**src/rtl/cpu_pkg.sv**
```systemverilog
// cpu_pkg: opcode/ALU-op constants, FSM state encoding and strobe bundle for the multi-cycle control unit.
// ILLEGAL_TRAP_EN adds the TRAP state and the illegal strobe.
package cpu_pkg;
  localparam logic [6:0] OP_LOAD   = 7'b0000011;
  localparam logic [6:0] OP_STORE  = 7'b0100011;
  localparam logic [6:0] OP_BRANCH = 7'b1100011;
  localparam logic [6:0] OP_RTYPE  = 7'b0110011;
  localparam logic [1:0] ALUOP_MEM = 2'b00;
  localparam logic [1:0] ALUOP_BR  = 2'b01;
  localparam logic [1:0] ALUOP_R   = 2'b10;
  typedef enum logic [3:0] {
    FETCH, DECODE, EX_ADDR, EX_R, EX_BEQ, MEM_RD, MEM_WR, WB_LD, WB_R
`ifdef ILLEGAL_TRAP_EN
    , TRAP
`endif
  } state_e;
  typedef struct packed {
    logic       mem_read;
    logic       mem_write;
    logic       i_or_d;
    logic [1:0] alu_op;
    logic       alu_src;
    logic       reg_write;
    logic       mem_to_reg;
`ifdef ILLEGAL_TRAP_EN
    logic       illegal;
`endif
  } ctrl_t;
endpackage

```
**src/rtl/mc_control_fsm_if.sv**
```systemverilog
// mc_control_fsm_if: control unit <-> datapath/memory signals; master is the control unit.
// ILLEGAL_TRAP_EN adds illegal_instr.
interface mc_control_fsm_if #(parameter int CNT_W = 32);
  logic [6:0]       opcode;
  logic             mem_ready;
  logic             zero;
  logic             ir_write;
  logic             pc_write;
  logic             pc_branch;
  logic             mem_read;
  logic             mem_write;
  logic             i_or_d;
  logic [1:0]       alu_op;
  logic             alu_src;
  logic             reg_write;
  logic             mem_to_reg;
  logic [CNT_W-1:0] instret;
  logic [3:0]       state_o;
`ifdef ILLEGAL_TRAP_EN
  logic             illegal_instr;
`endif
  modport master (
    input  opcode, mem_ready, zero,
    output ir_write, pc_write, pc_branch, mem_read, mem_write, i_or_d,
           alu_op, alu_src, reg_write, mem_to_reg, instret, state_o
`ifdef ILLEGAL_TRAP_EN
           , illegal_instr
`endif
  );
  modport slave (
    output opcode, mem_ready, zero,
    input  ir_write, pc_write, pc_branch, mem_read, mem_write, i_or_d,
           alu_op, alu_src, reg_write, mem_to_reg, instret, state_o
`ifdef ILLEGAL_TRAP_EN
           , illegal_instr
`endif
  );
endinterface

```
**src/rtl/mc_ctrl_decode.sv**
```systemverilog
// mc_ctrl_decode: combinational state -> Moore strobe table.
// ILLEGAL_TRAP_EN adds the illegal strobe in TRAP.
module mc_ctrl_decode
  import cpu_pkg::*;
(
  input  state_e state_i,
  output ctrl_t  ctrl_o
);
  always_comb begin
    ctrl_o            = '0;
    ctrl_o.mem_read   = state_i == FETCH || state_i == MEM_RD;
    ctrl_o.mem_write  = state_i == MEM_WR;
    ctrl_o.i_or_d     = state_i == MEM_RD || state_i == MEM_WR;
    ctrl_o.alu_op     = state_i == EX_R ? ALUOP_R : state_i == EX_BEQ ? ALUOP_BR : ALUOP_MEM;
    ctrl_o.alu_src    = state_i == EX_ADDR;
    ctrl_o.reg_write  = state_i == WB_LD || state_i == WB_R;
    ctrl_o.mem_to_reg = state_i == WB_LD;
`ifdef ILLEGAL_TRAP_EN
    ctrl_o.illegal    = state_i == TRAP;
`endif
  end
endmodule

```
**src/rtl/mc_control_fsm.sv**
```systemverilog
// mc_control_fsm: multi-cycle lw/sw/beq/R-type control FSM with retired-instruction counter.
// ILLEGAL_TRAP_EN traps unknown opcodes in TRAP until reset instead of retiring them as NOPs.
module mc_control_fsm
  import cpu_pkg::*;
#(
  parameter int CNT_W = 32
) (
  input logic              clk,
  input logic              rst,
  mc_control_fsm_if.master bus
);
`ifdef ILLEGAL_TRAP_EN
  localparam state_e ILL_NEXT = TRAP;
`else
  localparam state_e ILL_NEXT = FETCH;
`endif
  state_e           state_q, state_d;
  logic [CNT_W-1:0] instret_q;
  logic             retire;
  ctrl_t            ctrl;
  mc_ctrl_decode u_dec (.state_i(state_q), .ctrl_o(ctrl));
  always_ff @(posedge clk) begin
    if (rst) begin
      state_q   <= FETCH;
      instret_q <= '0;
    end else begin
      state_q   <= state_d;
      instret_q <= instret_q + CNT_W'(retire);
    end
  end
  // DECODE only falls back to FETCH for an unknown opcode, which retires as a NOP
  always_comb begin
    state_d = state_q;
    retire  = 1'b0;
    case (state_q)
      FETCH:   state_d = bus.mem_ready ? DECODE : FETCH;
      DECODE: begin
        state_d = (bus.opcode == OP_LOAD || bus.opcode == OP_STORE) ? EX_ADDR :
                  bus.opcode == OP_RTYPE  ? EX_R :
                  bus.opcode == OP_BRANCH ? EX_BEQ : ILL_NEXT;
        retire  = state_d == FETCH;
      end
      EX_ADDR: state_d = bus.opcode == OP_STORE ? MEM_WR : MEM_RD;
      EX_R:    state_d = WB_R;
      MEM_RD:  state_d = bus.mem_ready ? WB_LD : MEM_RD;
      MEM_WR: begin
        state_d = bus.mem_ready ? FETCH : MEM_WR;
        retire  = bus.mem_ready;
      end
      EX_BEQ, WB_LD, WB_R: begin
        state_d = FETCH;
        retire  = 1'b1;
      end
      default: state_d = state_q;
    endcase
  end
  always_comb begin
    bus.ir_write   = !rst && state_q == FETCH && bus.mem_ready;
    bus.pc_write   = !rst && state_q == FETCH && bus.mem_ready;
    bus.pc_branch  = !rst && state_q == EX_BEQ && bus.zero;
    bus.mem_read   = rst ? 1'b0 : ctrl.mem_read;
    bus.mem_write  = rst ? 1'b0 : ctrl.mem_write;
    bus.i_or_d     = rst ? 1'b0 : ctrl.i_or_d;
    bus.alu_op     = rst ? ALUOP_MEM : ctrl.alu_op;
    bus.alu_src    = rst ? 1'b0 : ctrl.alu_src;
    bus.reg_write  = rst ? 1'b0 : ctrl.reg_write;
    bus.mem_to_reg = rst ? 1'b0 : ctrl.mem_to_reg;
    bus.instret    = instret_q;
    bus.state_o    = state_q;
`ifdef ILLEGAL_TRAP_EN
    bus.illegal_instr = rst ? 1'b0 : ctrl.illegal;
`endif
  end
endmodule

```
**src/flat_wrapper.sv**
```systemverilog
// flat-port wrapper written by rule: the top's interface ports become plain ports
module mc_control_fsm_flat import cpu_pkg::*;
#(
  parameter int CNT_W = 32
)
  (clk, rst, bus_opcode, bus_mem_ready, bus_zero, bus_ir_write, bus_pc_write, bus_pc_branch, bus_mem_read, bus_mem_write, bus_i_or_d, bus_alu_op, bus_alu_src, bus_reg_write, bus_mem_to_reg, bus_instret, bus_state_o);
  mc_control_fsm_if #(.CNT_W(CNT_W)) bus_i ();
  input logic clk;
  input logic rst;
  input wire logic [$bits(bus_i.opcode)-1:0] bus_opcode;
  input wire logic [$bits(bus_i.mem_ready)-1:0] bus_mem_ready;
  input wire logic [$bits(bus_i.zero)-1:0] bus_zero;
  output wire logic [$bits(bus_i.ir_write)-1:0] bus_ir_write;
  output wire logic [$bits(bus_i.pc_write)-1:0] bus_pc_write;
  output wire logic [$bits(bus_i.pc_branch)-1:0] bus_pc_branch;
  output wire logic [$bits(bus_i.mem_read)-1:0] bus_mem_read;
  output wire logic [$bits(bus_i.mem_write)-1:0] bus_mem_write;
  output wire logic [$bits(bus_i.i_or_d)-1:0] bus_i_or_d;
  output wire logic [$bits(bus_i.alu_op)-1:0] bus_alu_op;
  output wire logic [$bits(bus_i.alu_src)-1:0] bus_alu_src;
  output wire logic [$bits(bus_i.reg_write)-1:0] bus_reg_write;
  output wire logic [$bits(bus_i.mem_to_reg)-1:0] bus_mem_to_reg;
  output wire logic [$bits(bus_i.instret)-1:0] bus_instret;
  output wire logic [$bits(bus_i.state_o)-1:0] bus_state_o;
  assign bus_i.opcode = bus_opcode;
  assign bus_i.mem_ready = bus_mem_ready;
  assign bus_i.zero = bus_zero;
  assign bus_ir_write = bus_i.ir_write;
  assign bus_pc_write = bus_i.pc_write;
  assign bus_pc_branch = bus_i.pc_branch;
  assign bus_mem_read = bus_i.mem_read;
  assign bus_mem_write = bus_i.mem_write;
  assign bus_i_or_d = bus_i.i_or_d;
  assign bus_alu_op = bus_i.alu_op;
  assign bus_alu_src = bus_i.alu_src;
  assign bus_reg_write = bus_i.reg_write;
  assign bus_mem_to_reg = bus_i.mem_to_reg;
  assign bus_instret = bus_i.instret;
  assign bus_state_o = bus_i.state_o;
  mc_control_fsm #(.CNT_W(CNT_W)) u_core (.clk(clk), .rst(rst), .bus(bus_i));
endmodule
```
**config.mk**
```make
export PLATFORM = sky130hd
export DESIGN_NAME = mc_control_fsm_flat
export DESIGN_NICKNAME = d
export VERILOG_FILES = /design/src/rtl/cpu_pkg.sv /design/src/rtl/mc_control_fsm_if.sv /design/src/rtl/mc_ctrl_decode.sv /design/src/rtl/mc_control_fsm.sv /design/src/flat_wrapper.sv
export SDC_FILE = /design/constraint.sdc
export NUM_CORES = 1
export LEC_CHECK = 0
export ABC_AREA = 0
export CAP_MARGIN = 20
export CELL_PAD_IN_SITES_DETAIL_PLACEMENT = 1
export CELL_PAD_IN_SITES_GLOBAL_PLACEMENT = 2
export CORE_AREA = 2 2 90 92
export DETAILED_ROUTE_END_ITERATION = 10
export DIE_AREA = 0 0 92 94
export PLACE_DENSITY = 0.88
export SYNTH_ARGS = -nofsm -noshare
export SYNTH_HDL_FRONTEND = slang
export SYNTH_SLANG_ARGS = --single-unit
```
**constraint.sdc**
```tcl
create_clock -name clk -period 2.8 [get_ports clk]
set_input_delay 0.42 -clock clk [delete_from_list [all_inputs] [get_ports clk]]
set_output_delay 0.42 -clock clk [all_outputs]
set_load 0.01 [all_outputs]
```
Yosys cells after proc, flatten, opt, wreduce, memory -nomap -nowiden
Index checks and enable logic that the tools add are counted.
{"block": "totals", "word_cells": 46, "register_bits": 36, "inputBits": 11}
{"block": "op_classes", "n_eq_ne": 12, "addsub": 1, "n_mux": 18, "reduce_logical": 13}
{"operator": "$add 32x1->32", "count": 1}
{"operator": "$pmux 4 s7", "count": 1}
{"operator": "$eq 4x3->1 const B", "count": 4}
{"operator": "$eq 7x6->1 const B", "count": 2}
{"operator": "$eq 4x2->1 const B", "count": 2}
{"operator": "$logic_not 4->1", "count": 2}
{"operator": "$mux 1", "count": 8}
{"operator": "$mux 2", "count": 4}
{"operator": "$mux 4", "count": 2}
{"operator": "$eq 7x2->1 const B", "count": 1}
{"operator": "$eq 7x7->1 const B", "count": 1}
{"operator": "$reduce_bool 7->1", "count": 1}
{"operator": "$mux 3", "count": 2}
{"operator": "$eq 4x1->1 const B", "count": 1}
{"operator": "$eq 4x4->1 const B", "count": 1}
{"operator": "$logic_and 1x1->1", "count": 4}
{"operator": "$logic_or 1x1->1", "count": 4}
{"operator": "$pmux 1 s3", "count": 1}
{"operator": "$reduce_or 3->1", "count": 1}
{"operator": "$logic_not 1->1", "count": 1}

Longest topological paths before layout
Gate-level depths: netlist (run 1).
{"block": "logic_depth", "word_depth": 7, "mapped_depth": 12, "ltp_nobuf": 9}

Modules after synthesis
A second synthesis (run 1) with hierarchy kept.
{"block": "unflattened", "cells_unflattened": 250, "area_unflattened_um2": 2104.5}
{"mod": "mc_control_fsm", "seq_area_each_um2": 720.7, "cells_per_inst": 236, "instances": 1, "area_per_inst_um2": 2006.9}
{"mod": "mc_ctrl_decode", "seq_area_each_um2": 0.0, "cells_per_inst": 14, "instances": 1, "area_per_inst_um2": 97.6}

Least setup slack after synthesis (run 1)
No wires, ideal clock.
{"block": "synth_timing", "path_type": "register to register", "startpoint": "register u_core.state_q[0], in the netlist u_core.bus.state_o[0]", "endpoint": "register u_core.instret_q[31], in the netlist u_core.bus.instret[31]", "n_path_buf": 3, "stages_incl_launch_ff": 13, "required_time_ns": 2.679, "setup_time_ns": 0.121, "path_slack_ns": 0.240, "arrival_ns": 2.439, "synth_period_minus_slack_ns": 2.560, "cell_sequence": "dfxtp_1 clkbuf_1 nor2_1 a21oi_1 a32oi_1 o21ai_0 ha_1 and2_1 clkbuf_1 nand4_1 clkbuf_1 nor4_1 mux2_2"}
{"block": "synth_via", "elab_chain_len": 4, "elab_cells_between_ends": 8}
{"item": "start: declaration", "line": "mc_control_fsm.sv:17", "source": "state_e state_q, state_d;"}
{"item": "start signal: assignment", "line": "mc_control_fsm.sv:27", "source": "state_q <= state_d;"}
{"item": "$eq 4x4->1 / $eq 4x3->1 (equally long branches)", "line": "mc_control_fsm.sv:35", "source": "case (state_q)"}
{"item": "$reduce_or 3->1", "line": "mc_control_fsm.sv:35"}
{"item": "$pmux 1 s3 (*)", "line": "mc_control_fsm.sv:35"}
{"item": "$add 32x1->32 (*)", "line": "mc_control_fsm.sv:28", "source": "instret_q <= instret_q + CNT_W'(retire);"}
{"item": "end signal: assignment", "line": "mc_control_fsm.sv:28"}
{"item": "end: declaration", "line": "mc_control_fsm.sv:18", "source": "logic [CNT_W-1:0] instret_q;"}
Every way passes the cells marked *; elsewhere a longest branch is shown, timed or not.
A chain may end at the register's enable or synchronous reset.

Worst setup path after layout (run 1)
{"block": "layout_timing", "startpoint": "input port rst", "endpoint": "output port bus_ir_write"}
{"block": "layout_via", "elab_chain_len": 3}
{"item": "start: declaration", "line": "flat_wrapper.sv:9", "source": "input logic rst;"}
{"item": "$logic_not 1->1", "line": "mc_control_fsm.sv:58", "source": "bus.ir_write = !rst && state_q == FETCH && bus.mem_ready;"}
{"item": "$logic_and 1x1->1 (2 in series)", "line": "mc_control_fsm.sv:58"}
{"item": "end: declaration", "line": "flat_wrapper.sv:13", "source": "output wire logic [$bits(bus_i.ir_write)-1:0] bus_ir_write;"}
Every way passes these cells.

==> out/qor.yml, run 1 <==
floorplanning:
  site_row_count: 32
  floorplan.die_area_sq_mm: 0.008648
  initial_core_util_pct: 25.43
  num_io_pins: 58
  dieWidth_um: 92
  fp.coreArea_sq_mm: 0.007607
  die_h_um: 94
clocking:
  h_tree_depth: 2
  cts.hold.buffers_added: 0
  cts_sinks: 36
  clock_transition_at_path_regs_ns: 0.07
  total_of_cells_resized_after_clock_tree_synthesis: 0
  cts-buffers-inserted: 5
  post-cts-setup-buffers: 0
  clock_tree.root_cell: "sky130_fd_sc_hd__clkbuf_8"
  cts_buffer_depth: 2
  clock_latency_reported_for_the_late_side_of_the_worst_skew_pair_ns: 0.28
  tritoncts: "done"
logic_synthesis:
  yosys_warnings: 0
  netlist_top_cells_count: "sky130_fd_sc_hd__dfxtp_1, sky130_fd_sc_hd__a21oi_1, sky130_fd_sc_hd__nor2_1"
  synth_edf_count: 0
  synth_cells: 234
  synthMostInstantiatedCell: "sky130_fd_sc_hd__dfxtp_1"
  total_nets_after_synthesis: 247
  syn_area_per_cell_sq_um: 8.266
  synth-seq-cells: 36
  post-synth-top-area-cell: "sky130_fd_sc_hd__dfxtp_1"
  synth_area_leaders: "sky130_fd_sc_hd__dfxtp_1, sky130_fd_sc_hd__a21oi_1, sky130_fd_sc_hd__xor2_1"
  ys_async_sr_fraction_pct: 0
  dominantRegCellSynth: "sky130_fd_sc_hd__dfxtp_1"
  yosys.cell_types.count: 40
  area_of_the_mapped_netlist_sq_mm: 0.001934
  synth_sequential_area_ratio_pct: 37.26
  post-synth-top-area-fraction_pct: 37.26
sta:
  unrepaired_setup_endpoints_after_global_routing: "false"
  time_the_worst_path_needs_with_i_o_delays_and_setup_ns: 2.558
  final_hold_viols: 0
  worst_slew_margin_rel_pct: 73.57
  final_max_slew_viol_count: 0
  final_period_utilization_pct: 91.34
  max_clock_freq_mhz: 391.0
  final.setup_skew_ns: 0.006648
  worstMarginPinSlew_ns: 0.3935
  final-setup-viol-count: 0
routing:
  vias_per_cell: 4.975
  drt_wl_total_mm: 5.503
  dr_vias: 1995
  drt-pass1-iter-count: 4
  first_iter_violations: 101
  ant_nets: 0
  wl_per_cell_um: 13.72
  post-route-drc-count: 0
power:
  irDropWorstVdd_uv: 129.8
  p_clk_share_pct: 36.6
  cell_internal_pwr_mw: 0.7288
  seq_power_share_pct: 54.8
  p_per_area_mw_per_mm2: 344.9
  total_leakage_power_nw: 0.9497
  switching_fraction_of_total_power_pct: 23.19
  total_power_mw: 0.9488
  power_switching_mw: 0.2201
  comb_power_share_pct: 8.6
finish:
  insertedDiodeCount: 0
  syn_to_final_growth_pct: 42.24
  fin_util_pct: 36.17
  final_area_sq_mm: 0.002751
  fin_cells: 401
  multi_input_comb_area_sq_mm: 0.001109
  final_layout_size_suffix_gt1_share_pct: 9.365
  num-fill-cells: 909
  design.final.nets: 312
  sequential_cell_area_sq_um: 720.7
grt:
  global_route.usage.total_pct: 13.39
  first_global_vias: 2052
  grt_pass1_wl_mm: 9.453
  grt-ovfl-total: 0
  grt_max_degree: 32
  number_of_antenna_violations_at_the_first_check_in_global_routing: 0
placement:
  place.detailed.instances: 394
  input_output_buffers: 57
  post-dp-hpwl_mm: 4.131
  placement.cell_area_sq_mm: 0.002674
  gp_routability_congestion: 0.7828
setup_path:
  slowest_stage: "sky130_fd_sc_hd__clkdlybuf4s50_1"
  path_cells: "clkdlybuf4s50_1 -> nor3_1 -> and3_1 -> clkdlybuf4s50_1"
  crit_path_frequent_cell: "sky130_fd_sc_hd__clkdlybuf4s50_1"
  critical_path.endpoint_type: "output port"
  crit_arrival_ns: 2.14
  ws_path_type: "in -> out"
  r2r_setup_slack_ns: 0.41
  crit_required_ns: 2.38
  crit_path_max_incr_delay_ns: 0.56
  crit_fanout: 7
  worst_setup_path_start_kind: "input pin"
worst_hold_path:
  hold_path.class: "reg -> reg"
status:
  status: "finished clean"
run:
  cap_viol_max_count: 0
[power by group through the flow]
| stage | Sequential (mW) | Combinational (mW) | Clock, mW |
|---|---|---|---|
| global placement | 0.531 | 0.0812 | 0 |
| finish | 0.520 | 0.0817 | 0.348 |
| CTS | 0.520 | 0.0823 | 0.363 |
| floorplan | 0.532 | 0.0346 | 0 |
| global route | 0.520 | 0.0898 | 0.386 |
| detailed placement | 0.531 | 0.0816 | 0 |
[cell families after synthesis]
kind of cell | share of synthesized area, %
buffers and inverters | 5.433
flip-flops | 37.26
multiplexers | 0.5821
AND/OR/NAND/NOR | 32.47
XOR/XNOR | 5.886
AO/OA/AOI/OAI | 17.08
adder cells (fa/ha/maj) | 1.293
[layer usage]
| metal | up-vias | wire, um | global-route usage (%) |
|---|---|---|---|
| met1 | 963 | 2530 | 16.47 |
| met2 | 43 | 2677 | 23.53 |
| met3 | 4 | 256 | 3.210 |
| met5 | - | 0 | 0 |
| li1 | 985 | - | - |
| met4 | 0 | 39 | 3.358 |
[flip-flops by register name (all words and copies together) (netlist names)]
signal,cells
u_core.bus.instret,32
u_core.bus.state_o,4
[final cells by class]
type | count | area share, %
Multi-Input combinational cell | 177 | 40.29
Clock inverter | 1 | 0.1819
Timing Repair Buffer | 74 | 25.38
Tap cell | 102 | 4.638
Sequential cell | 36 | 26.19
Clock buffer | 6 | 2.638
Inverter | 5 | 0.6821
[critical path: cells and delay by family]
family	cells	cell delay (ns)
buffers and inverters	2	1.10
AND/OR/NAND/NOR	2	0.61
[worst paths after layout]
check | cells past startpoint | start | end
worst max register to register | 10 | u_core.bus.state_o[1] | u_core.bus.instret[18]
worst min-delay path | 2 | u_core.bus.instret[30] | u_core.bus.instret[30]
worst min register to register | 2 | u_core.bus.instret[30] | u_core.bus.instret[30]
worst max-delay path | 4 | rst | bus_ir_write
[cell usage in the layout (no fill, tap or decap), types with 2 or more instances in the layout]
| master | netlist | final |
|---|---|---|
| sky130_fd_sc_hd__and4_1 | 5 | 5 |
| sky130_fd_sc_hd__nor4_1 | 2 | 2 |
| sky130_fd_sc_hd__or4_1 | 10 | 10 |
| sky130_fd_sc_hd__and3_1 | 6 | 6 |
| sky130_fd_sc_hd__nor2b_1 | 9 | 9 |
| sky130_fd_sc_hd__a31oi_1 | 2 | 2 |
| sky130_fd_sc_hd__dfxtp_1 | 36 | 36 |
| sky130_fd_sc_hd__nand3_1 | 10 | 10 |
| sky130_fd_sc_hd__nand2_1 | 8 | 8 |
| sky130_fd_sc_hd__nand4_1 | 12 | 12 |
| sky130_fd_sc_hd__or3_1 | 7 | 7 |
| sky130_fd_sc_hd__nand2b_1 | 3 | 3 |
| sky130_fd_sc_hd__ha_1 | 2 | 2 |
| sky130_fd_sc_hd__buf_4 | 3 | 17 |
| sky130_fd_sc_hd__xnor2_1 | 2 | 2 |
| sky130_fd_sc_hd__inv_1 | 5 | 5 |
| sky130_fd_sc_hd__xor2_1 | 11 | 11 |
| sky130_fd_sc_hd__and2_1 | 5 | 5 |
| sky130_fd_sc_hd__clkbuf_8 | 0 | 5 |
| sky130_fd_sc_hd__a32oi_1 | 2 | 2 |
| sky130_fd_sc_hd__o21ai_0 | 12 | 12 |
| sky130_fd_sc_hd__clkdlybuf4s50_1 | 0 | 57 |
| sky130_fd_sc_hd__o31ai_1 | 10 | 10 |
| sky130_fd_sc_hd__nor2_1 | 21 | 21 |
| sky130_fd_sc_hd__a21oi_1 | 24 | 24 |
[stage by stage]
stage	TNS [ns]	setup WS (ns)	hold WS (ns)
final	0	0.2424	0.5044
after global placement	0	0.04406	0.4878
after detailed placement	-0.4188	-0.05065	0.4943
after floorplan	0	0.2400	0.5043
after CTS	0	0.2039	0.5050
after global routing	0	0.03045	0.5253
Power figures use the tool's default switching activity.
==> run 2, diff against run 1 <==
--- a/config.mk
+++ b/config.mk
@@ -10,6 +10,7 @@
 export CELL_PAD_IN_SITES_DETAIL_PLACEMENT = 1
 export CELL_PAD_IN_SITES_GLOBAL_PLACEMENT = 2
 export CORE_AREA = 2 2 90 92
+export CTS_CLUSTER_SIZE = 30
 export DETAILED_ROUTE_END_ITERATION = 10
 export DIE_AREA = 0 0 92 94
 export PLACE_DENSITY = 0.88
==> results of run 2 <==
No change in the layout: final DEF, timing and power equal those of run 1.
